### config.mk
export PLATFORM = sky130hd
export DESIGN_NAME = layer_priority_sched
export DESIGN_NICKNAME = d
export VERILOG_FILES = /design/src/rtl/draw_pkg.sv /design/src/rtl/layer_perm_mux.sv /design/src/rtl/layer_priority_sched.sv
export SDC_FILE = /design/constraint.sdc
export NUM_CORES = 1
export LEC_CHECK = 0
export CORE_MARGIN = 3
export CORE_UTILIZATION = 45
export CTS_BUF_LIST = sky130_fd_sc_hd__clkbuf_4 sky130_fd_sc_hd__clkbuf_8
export DETAILED_ROUTE_END_ITERATION = 6
export PLACE_DENSITY = 0.82
export SETUP_SLACK_MARGIN = 0.4
export SYNTH_ARGS = -nofsm -noshare
export SYNTH_HDL_FRONTEND = slang
export SYNTH_SLANG_ARGS = --single-unit
### constraint.sdc
create_clock -name clk -period 1.7 [get_ports clk]
set_input_delay 0.34 -clock clk [delete_from_list [all_inputs] [get_ports clk]]
set_output_delay 0.34 -clock clk [all_outputs]
set_load 0.005 [all_outputs]
### src/rtl/draw_pkg.sv
// ---------------------------------------------------------------------------
// draw_pkg : shared types for the drawing-priority stage
// Rev 1.0
// ---------------------------------------------------------------------------
`default_nettype none

package draw_pkg;

  localparam int RGB_W = 12;

  typedef logic [RGB_W-1:0] rgb_t;

  typedef enum logic [1:0] {
    ST_IDLE   = 2'd0,
    ST_SEARCH = 2'd1,
    ST_SWAP   = 2'd2
  } sched_state_e;

  function automatic int layer_w(input int size);
    return (size > 1) ? $clog2(size) : 1;
  endfunction

endpackage

`default_nettype wire

### src/rtl/layer_perm_mux.sv
// ---------------------------------------------------------------------------
// layer_perm_mux : rank->layer inverse map with masked draw and RGB select
// Rev 1.0
// ---------------------------------------------------------------------------
`default_nettype none

module layer_perm_mux
  import draw_pkg::*;
#(
  parameter int SIZE = 4,
  parameter int LW   = layer_w(SIZE)
) (
  input  logic [SIZE-1:0][LW-1:0] rank_i,
  input  logic [SIZE-1:0]         draw_i,
  input  logic [SIZE-1:0]         en_i,
  input  logic [SIZE-1:0]         blink_i,
  input  rgb_t [SIZE-1:0]         rgb_i,
  input  logic                    blink_phase_i,
  output logic [SIZE-1:0]         draw_o,
  output rgb_t [SIZE-1:0]         rgb_o
);

  // The rank table is a permutation, so exactly one layer matches each slot.
  always_comb begin
    draw_o = '0;
    rgb_o  = '0;
    for (int r = 0; r < SIZE; r++) begin
      for (int l = 0; l < SIZE; l++) begin
        if (rank_i[l] == LW'(r)) begin
          draw_o[r] = draw_i[l] & en_i[l] & ~(blink_i[l] & blink_phase_i);
          rgb_o[r]  = rgb_i[l];
        end
      end
    end
  end

endmodule

`default_nettype wire

### src/rtl/layer_priority_sched.sv
// ---------------------------------------------------------------------------
// layer_priority_sched : shadowed rank/enable/blink table with frame-atomic commit
// Rev 1.0
// ---------------------------------------------------------------------------
`default_nettype none

module layer_priority_sched
  import draw_pkg::*;
#(
  parameter  int SIZE         = 4,
  parameter  int BLINK_FRAMES = 16,
  localparam int LW           = layer_w(SIZE),
  localparam int FW           = (BLINK_FRAMES > 1) ? $clog2(BLINK_FRAMES) : 1
) (
  input  logic                   clk,
  input  logic                   resetN,
  input  logic                   startOfFrame,
  input  logic [SIZE-1:0]        draw_in,
  input  rgb_t [SIZE-1:0]        RGB_in,
  input  logic                   cfg_valid,
  output logic                   cfg_ready,
  input  logic [LW-1:0]          cfg_layer,
  input  logic [LW-1:0]          cfg_rank,
  input  logic                   cfg_en,
  input  logic                   cfg_blink,
  output logic [SIZE-1:0]        draw_out,
  output rgb_t [SIZE-1:0]        RGB_out,
  output logic                   blink_phase
);

  sched_state_e            state_q, state_d;
  logic [LW-1:0]           lay_q, lay_d;
  logic [LW-1:0]           rank_q, rank_d;
  logic                    en_q, en_d;
  logic                    blink_q, blink_d;
  logic [LW-1:0]           idx_q, idx_d;
  logic [LW-1:0]           j_q, j_d;

  logic [SIZE-1:0][LW-1:0] sh_rank_q, sh_rank_d;
  logic [SIZE-1:0]         sh_en_q, sh_en_d;
  logic [SIZE-1:0]         sh_blink_q, sh_blink_d;
  logic [SIZE-1:0][LW-1:0] act_rank_q;
  logic [SIZE-1:0]         act_en_q;
  logic [SIZE-1:0]         act_blink_q;

  logic [FW-1:0]           cnt_q;
  logic                    phase_q;
  logic [SIZE-1:0]         draw_q;
  rgb_t [SIZE-1:0]         rgb_q;

  logic [SIZE-1:0]         mux_draw;
  rgb_t [SIZE-1:0]         mux_rgb;
  logic                    cfg_ok;

  assign cfg_ok = (int'(cfg_layer) < SIZE) && (int'(cfg_rank) < SIZE);

  always_comb begin
    state_d    = state_q;
    lay_d      = lay_q;
    rank_d     = rank_q;
    en_d       = en_q;
    blink_d    = blink_q;
    idx_d      = idx_q;
    j_d        = j_q;
    sh_rank_d  = sh_rank_q;
    sh_en_d    = sh_en_q;
    sh_blink_d = sh_blink_q;
    cfg_ready  = 1'b0;
    case (state_q)
      ST_IDLE: begin
        cfg_ready = 1'b1;
        // Out-of-range requests are consumed without touching the tables.
        if (cfg_valid && cfg_ok) begin
          lay_d   = cfg_layer;
          rank_d  = cfg_rank;
          en_d    = cfg_en;
          blink_d = cfg_blink;
          idx_d   = '0;
          state_d = ST_SEARCH;
        end
      end
      ST_SEARCH: begin
        if (sh_rank_q[idx_q] == rank_q) j_d = idx_q;
        if (idx_q == LW'(SIZE - 1)) state_d = ST_SWAP;
        else                        idx_d   = idx_q + 1'b1;
      end
      ST_SWAP: begin
        // Layer j gives up the target rank; writing lay_q last covers j == lay_q.
        sh_rank_d[j_q]      = sh_rank_q[lay_q];
        sh_rank_d[lay_q]    = rank_q;
        sh_en_d[lay_q]      = en_q;
        sh_blink_d[lay_q]   = blink_q;
        state_d             = ST_IDLE;
      end
      default: state_d = ST_IDLE;
    endcase
  end

  always_ff @(posedge clk or negedge resetN) begin
    if (!resetN) begin
      state_q     <= ST_IDLE;
      lay_q       <= '0;
      rank_q      <= '0;
      en_q        <= 1'b0;
      blink_q     <= 1'b0;
      idx_q       <= '0;
      j_q         <= '0;
      for (int i = 0; i < SIZE; i++) begin
        sh_rank_q[i]  <= LW'(i);
        act_rank_q[i] <= LW'(i);
      end
      sh_en_q     <= '1;
      sh_blink_q  <= '0;
      act_en_q    <= '1;
      act_blink_q <= '0;
      cnt_q       <= '0;
      phase_q     <= 1'b0;
      draw_q      <= '0;
      rgb_q       <= '0;
    end else begin
      state_q    <= state_d;
      lay_q      <= lay_d;
      rank_q     <= rank_d;
      en_q       <= en_d;
      blink_q    <= blink_d;
      idx_q      <= idx_d;
      j_q        <= j_d;
      sh_rank_q  <= sh_rank_d;
      sh_en_q    <= sh_en_d;
      sh_blink_q <= sh_blink_d;
      // Commit only from IDLE so a half-applied swap never reaches the screen.
      if (startOfFrame && state_q == ST_IDLE) begin
        act_rank_q  <= sh_rank_q;
        act_en_q    <= sh_en_q;
        act_blink_q <= sh_blink_q;
      end
      if (startOfFrame) begin
        if (cnt_q == FW'(BLINK_FRAMES - 1)) begin
          cnt_q   <= '0;
          phase_q <= ~phase_q;
        end else begin
          cnt_q <= cnt_q + 1'b1;
        end
      end
      draw_q <= mux_draw;
      rgb_q  <= mux_rgb;
    end
  end

  layer_perm_mux #(
    .SIZE (SIZE),
    .LW   (LW)
  ) u_perm_mux (
    .rank_i        (act_rank_q),
    .draw_i        (draw_in),
    .en_i          (act_en_q),
    .blink_i       (act_blink_q),
    .rgb_i         (RGB_in),
    .blink_phase_i (phase_q),
    .draw_o        (mux_draw),
    .rgb_o         (mux_rgb)
  );

  assign draw_out    = draw_q;
  assign RGB_out     = rgb_q;
  assign blink_phase = phase_q;

endmodule

`default_nettype wire

-- Yosys cells after proc, flatten, opt, wreduce, memory -nomap -nowiden
Cells that the tools add are included.
- output and inout bits: 54
- register bits: 101
- logic and storage cells: 138
- bits of input ports: 62
- muxes and demuxes: 54
- bitwise gates (word level): 17
- $add $sub $neg: 2
- $lt $le $gt $ge: 5
- reduce and logical (&&, ||, !) cells: 14
- equality and inequality tests: 20
- operator list (kind ; number):
    12-bit 2-to-1 mux ; 16
    2-bit equality test (second input constant) ; 10
    1-bit 2-to-1 mux ; 18
    8-bit bitwise mux ; 2
    2-bit 2-to-1 mux ; 8
    1-bit bitwise AND ; 12
    2-bit by 1-bit equality test with 1-bit output (second input constant) ; 5
    2-bit zero test ; 5
    2-bit by 3-bit less-than comparator with 1-bit output (second input constant) ; 3
    2-bit binary-select mux with 2-bit select ; 2
    4-bit bitwise mux ; 2
    2-bit demux with 2-bit select ; 2
    2-bit case mux with 2 select lines ; 2
    2-bit AND reduction ; 4
    2-bit != test (second input constant) ; 3
    1-bit inverter ; 5
    4-bit by 1-bit adder with 4-bit output (second input constant) ; 1
    4-bit equality test (second input constant) ; 1
    2-bit by 1-bit greater-or-equal comparator with 1-bit output (second input constant) ; 2
    4-bit 2-to-1 mux ; 1
    1-bit logical AND ; 3
    3-bit AND reduction ; 1
    2-bit by 1-bit adder with 2-bit output (second input constant) ; 1
    1-bit demux with 2-bit select ; 1
    other kinds (2) ; 2

-- Longest topological paths before layout
- depth in word-level cells: 7
- gate-level depth with buffers: 6
- mapped depth without buffers: 5

-- Modules after synthesis
From an unflattened synthesis, not the netlist that was laid out.
- cells, all modules: 569
- area total of the unflattened synthesis: 5351.4 µm²
- modules (own cells, without submodules) (module ; sequential area each (µm²) ; area each (µm²) ; cells an instance ; times used):
    layer_priority_sched ; 2547.4 ; 3528.4 ; 232 ; 1
    layer_perm_mux ; 0.0 ; 1823.0 ; 337 ; 1

-- Worst setup path before layout
No wires, ideal clock.
- kind: reg-to-reg
- start: register idx_q[0]
- end: register j_q[0]
- stages on the path, launching flop included: 5
- setup slack: 0.014 ns
- data required time: 1.575 ns
- path buffers: 0
- arrival time: 1.562 ns
- library setup time: 0.125 ns
- period minus slack after synthesis: 1.686 ns
- path through: dfrtp_1 > mux4_1 > xnor2_1 > nand3_1 > mux2_2
- cells in the longest elaborated chain, start to end: 4
- RTL lines (item ; RTL line ; RTL):
    start: declaration ; layer_priority_sched.sv:36 ; logic [LW-1:0] idx_q, idx_d;
    start signal: assignment ; layer_priority_sched.sv:126 ; idx_q <= idx_d;
    2-bit binary-select mux with 2-bit select ; layer_priority_sched.sv:83 ; if (sh_rank_q[idx_q] == rank_q) j_d = idx_q;
    2-bit 2-to-1 mux (implied by the code) ; layer_priority_sched.sv:83 ;
    2-bit equality test ; layer_priority_sched.sv:83 ;
    2-bit AND reduction (no line) ; - ;
    end signal: assignment ; layer_priority_sched.sv:127 ; j_q <= j_d;
    end: declaration ; layer_priority_sched.sv:37 ; logic [LW-1:0] j_q, j_d;
Parallel ways exist; a longest one is shown, timed or not. The select of a mux whose other input is x is not followed.
A chain may end at the register's enable or synchronous reset.

==> results.yml <==
logic_synthesis:
  synth.distinct_cells: 34
  ys_dominant_reg_cell: "dfrtp_1"
  netlist_area_um2: 5060
  synthAdderAreaFrac_pct: 0.494
  synth_edf_count: 0
  synth_compound_area_share_pct: 21.1
  synth-simple-area-share_pct: 14.5
  syn_area_per_cell_um2: 10.1
  ys_async_sr_fraction_pct: 100
  synth_top_family_by_area: "compound AO/OA/AOI/OAI gates"
  synth_seq_cells: 101
  synthMuxAreaShare_pct: 9.62
  yosysTopAreaCell: "dfrtp_1"
  ys_seq_area_share_pct: 50.3
  syn_nets: 564
  synth_top_area_share_pct: 42.0
  synth_warnings: 0
  synth_cells: 500
  synth_xor_area_share_pct: 0.692
  synth_area_leaders: "dfrtp_1 42%, dfstp_2 8.3%, o31ai_1 7.7%"
placement:
  port_buffers: 115
  dp_hpwl_um: 10900
  place_inst: 757
  globalplace.congestion: 0.899
detailed_routing:
  post_drt_wl_per_cell_um: 21.5
  route.vias.total: 5184
  drt-total-wl_um: 17500
  drc: 15
  final_antenna_net_count: 0
  first_iter_violations: 550
  first_pass_iters: 7
  vias_per_cell: 6.38
setup_path:
  crit_path_top_delay_cell: "dfstp_2"
  worstPathMaxFanout: 5
  cp_slowest_stage_delay_ns: 0.61
  path_delay_family: "flip-flops"
  cp-start-kind: "register"
  critPathBufInv: 2
  arrival_ns: 1.93
  crit_end: "RGB_out[5]"
  startpoint: "act_rank_q[2]"
  crit_chain: "buf_6, nor2_4, nor3_4, buf_6, a221oi_1, o31ai_1"
  r2r_start: "act_rank_q[2]"
  cpMostUsedCell: "buf_6"
  path_depth: 6
  required_ns: 1.95
  end_kind: "register"
  rrSetupSlack_ns: 0.03
  worst_r2r_path_depth: 6
  r2r_end: "RGB_out[5]"
  crit_type: "register to register"
timing:
  hold_violations: 0
  fin_tns_setup_ns: 0
  slew_headroom_pct: 56.9
  rsz0062_at_grt: "true"
  timing.final.crit_period_ns: 1.67
  worst_slew_pin_slew_ns: 0.645
  holdWs_ns: 0.461
  clock.fmax_ghz: 0.598
  finalMaxSlewViolations: 0
  fin_worst_skew_ns: 0.0125
  finalSetupViolations: 0
  fin_crit_sh_pct: 98.4
cells_and_area:
  nets: 731
  ff_latch_area_um2: 2560
  drive_gt1_share_pct: 42.6
  final_util_pct: 70.2
  antennaDiodeCount: 0
  fill_cells: 792
  multi_input_area_um2: 3060
  area_growth_pct: 51.8
  stdcell_count: 812
die:
  die_width_um: 112
  boundaryPins: 116
  dieHeight_um: 112
  die_area_um2: 12600
  core-area_um2: 10900
  fp-row-count: 38
  start_util_pct: 46.3
worst_hold_path:
  holdCritPathClass: "input port to async pin"
clock_tree:
  clock_latency_ns: 0.37
  cts.sinks: 101
  cts_made_buffers: 9
  h-tree-depth: 3
  clock_path_buffers: 2
  cts_tree: "done"
  path_clk_slew_ns: 0.11
  root_buffer: "clkbuf_8"
status:
  violations: "DRC"
  status: "finished, violations left"
power:
  p_leak_uw: 0.00326
  pwr-share-seq_pct: 31.6
  switching_share_pct: 40.8
  switching_power_uw: 5640
  combPwrFrac_pct: 57.3
  pwr_density_cell_nw_per_um2: 1800
  power.share.clock_pct: 11.0
  p_int_uw: 8180
  vdd_drop_max_uv: 981
global_routing:
  grt_pass1_wl_um: 25800
  antenna_found_initial: 0
  gr-usage-all-layers_pct: 25.5
  grt_max_degree: 39
  grt_pass1_vias: 4911
  overflow: 0
run:
  drv_cap: 0
[sequential cells by signal, summed over array words and instances, names as in the netlist, 2 cells and up]
signal / count
RGB_out: 48
act_blink_q: 4
act_en_q: 4
act_rank_q: 8
cnt_q: 4
draw_out: 4
idx_q: 2
j_q: 2
lay_q: 2
rank_q: 2
sh_blink_q: 4
sh_en_q: 4
sh_rank_q: 8
state_q: 2
[synth_stat cells, types with 2 or more instances]
master     n
xnor2_1    4
a221oi_1  39
dfstp_2   16
nor2b_1   10
a222oi_1  13
a22oi_1    2
nor3_1     3
dfrtp_1   85
o31ai_1   52
nand2_1   64
mux2_2    33
inv_1      2
nand4_1    2
clkbuf_1  27
o21ai_0   11
o22ai_1    3
nand3_1    7
mux2i_1    4
mux4_1     2
buf_1      3
nor3b_1    2
ha_1       2
nor2_1    69
o32ai_1    2
and2_1     5
a21oi_1   15
buf_2      9
nand2b_1   8
[cells by family (layout without fill, tap and decap cells)]
group,count (synthesis),count (layout)
AND/OR/NAND/NOR,172,173
adder cells (fa/ha/maj),2,2
buffers and inverters,41,212
multiplexers,40,40
XOR/XNOR,4,4
AO/OA/AOI/OAI,140,140
flip-flops,101,101
[worst reg2reg max path, delay by kind of cell (launching register included)]
family	cells	cell delay [ns]
buffers and inverters	2	0.29
AO/OA/AOI/OAI	2	0.41
AND/OR/NAND/NOR	2	0.24
flip-flops	1	0.61
[layer usage]
layer | wire length, um | vias up | GRT usage (%)
met1 | 6560 | 2495 | 34.0
met5 | 0 | - | 0
met2 | 8480 | 378 | 42.0
li1 | - | 2208 | -
met3 | 1610 | 103 | 4.31
met4 | 814 | 0 | 10.1
[power groups by stage]
stage / clock network (uW) / logic (uW) / registers [uW]
2_1_floorplan: 0 / 3770 / 4210
3_3_place_gp: 0 / 5950 / 4350
3_5_place_dp: 0 / 6100 / 4390
4_1_cts: 1530 / 6980 / 4300
5_1_grt: 1630 / 8400 / 4480
6_report: 1520 / 7920 / 4370
[layout by cell type, fill, tap and decap left out, types with 5 or more instances in the layout]
cell type / count
o31ai_1: 44
o31ai_2: 8
a21oi_1: 7
buf_4: 45
mux2_4: 27
buf_6: 26
dfrtp_1: 76
mux2_2: 6
buf_12: 5
nor2_1: 60
nand3_1: 5
clkdlybuf4s50_1: 60
a21oi_2: 5
clkbuf_8: 11
a221oi_2: 15
dfstp_2: 16
a221oi_1: 14
nor2_4: 8
buf_2: 19
o21ai_1: 6
a221oi_4: 10
clkbuf_2: 30
dfrtp_2: 9
clkdlybuf4s15_1: 6
o21ai_0: 5
a222oi_1: 13
nand2_1: 63
[per-stage QoR]
stage	setup slack (ns)	total power [uW]	instance area, um2
after detailed placement	-0.140	10500	6780
after floorplan	0.0981	7980	5400
final	0.0267	13800	7680
after global placement	-0.0491	10300	6780
after global routing	-0.0462	14500	7680
after CTS	0.0735	12800	7480
[area by class of cell]
| cell class | count | share of cell area [%] |
|---|---|---|
| clock buffers | 11 | 1.97 |
| repair buffers | 194 | 22.0 |
| clock inverters | 5 | 0.538 |
| multi-input cells | 359 | 39.8 |
| flip-flops and latches | 101 | 33.3 |
| inverters | 2 | 0.0977 |
| well taps | 140 | 2.28 |
[how the worst min path moves through the flow]
stage,slack (ns),end
3_5_place_dp,0.31,draw_out[2]
6_report,0.46,draw_out[0]
2_1_floorplan,0.04,RGB_out[0]
4_1_cts,0.45,act_blink_q[2]
5_1_grt,0.48,act_blink_q[2]
3_3_place_gp,0.31,draw_out[2]
[repair_timing]
action,CTS,global route
gates cloned,3,0
hold buffers,1,0
setup buffers,29,6
gates resized for setup,216,89
setup endpoints to repair,147,126
endpoints found under the hold margin,19,0
pin swaps,19,21
No activity file was read; power rests on OpenSTA's default activity.
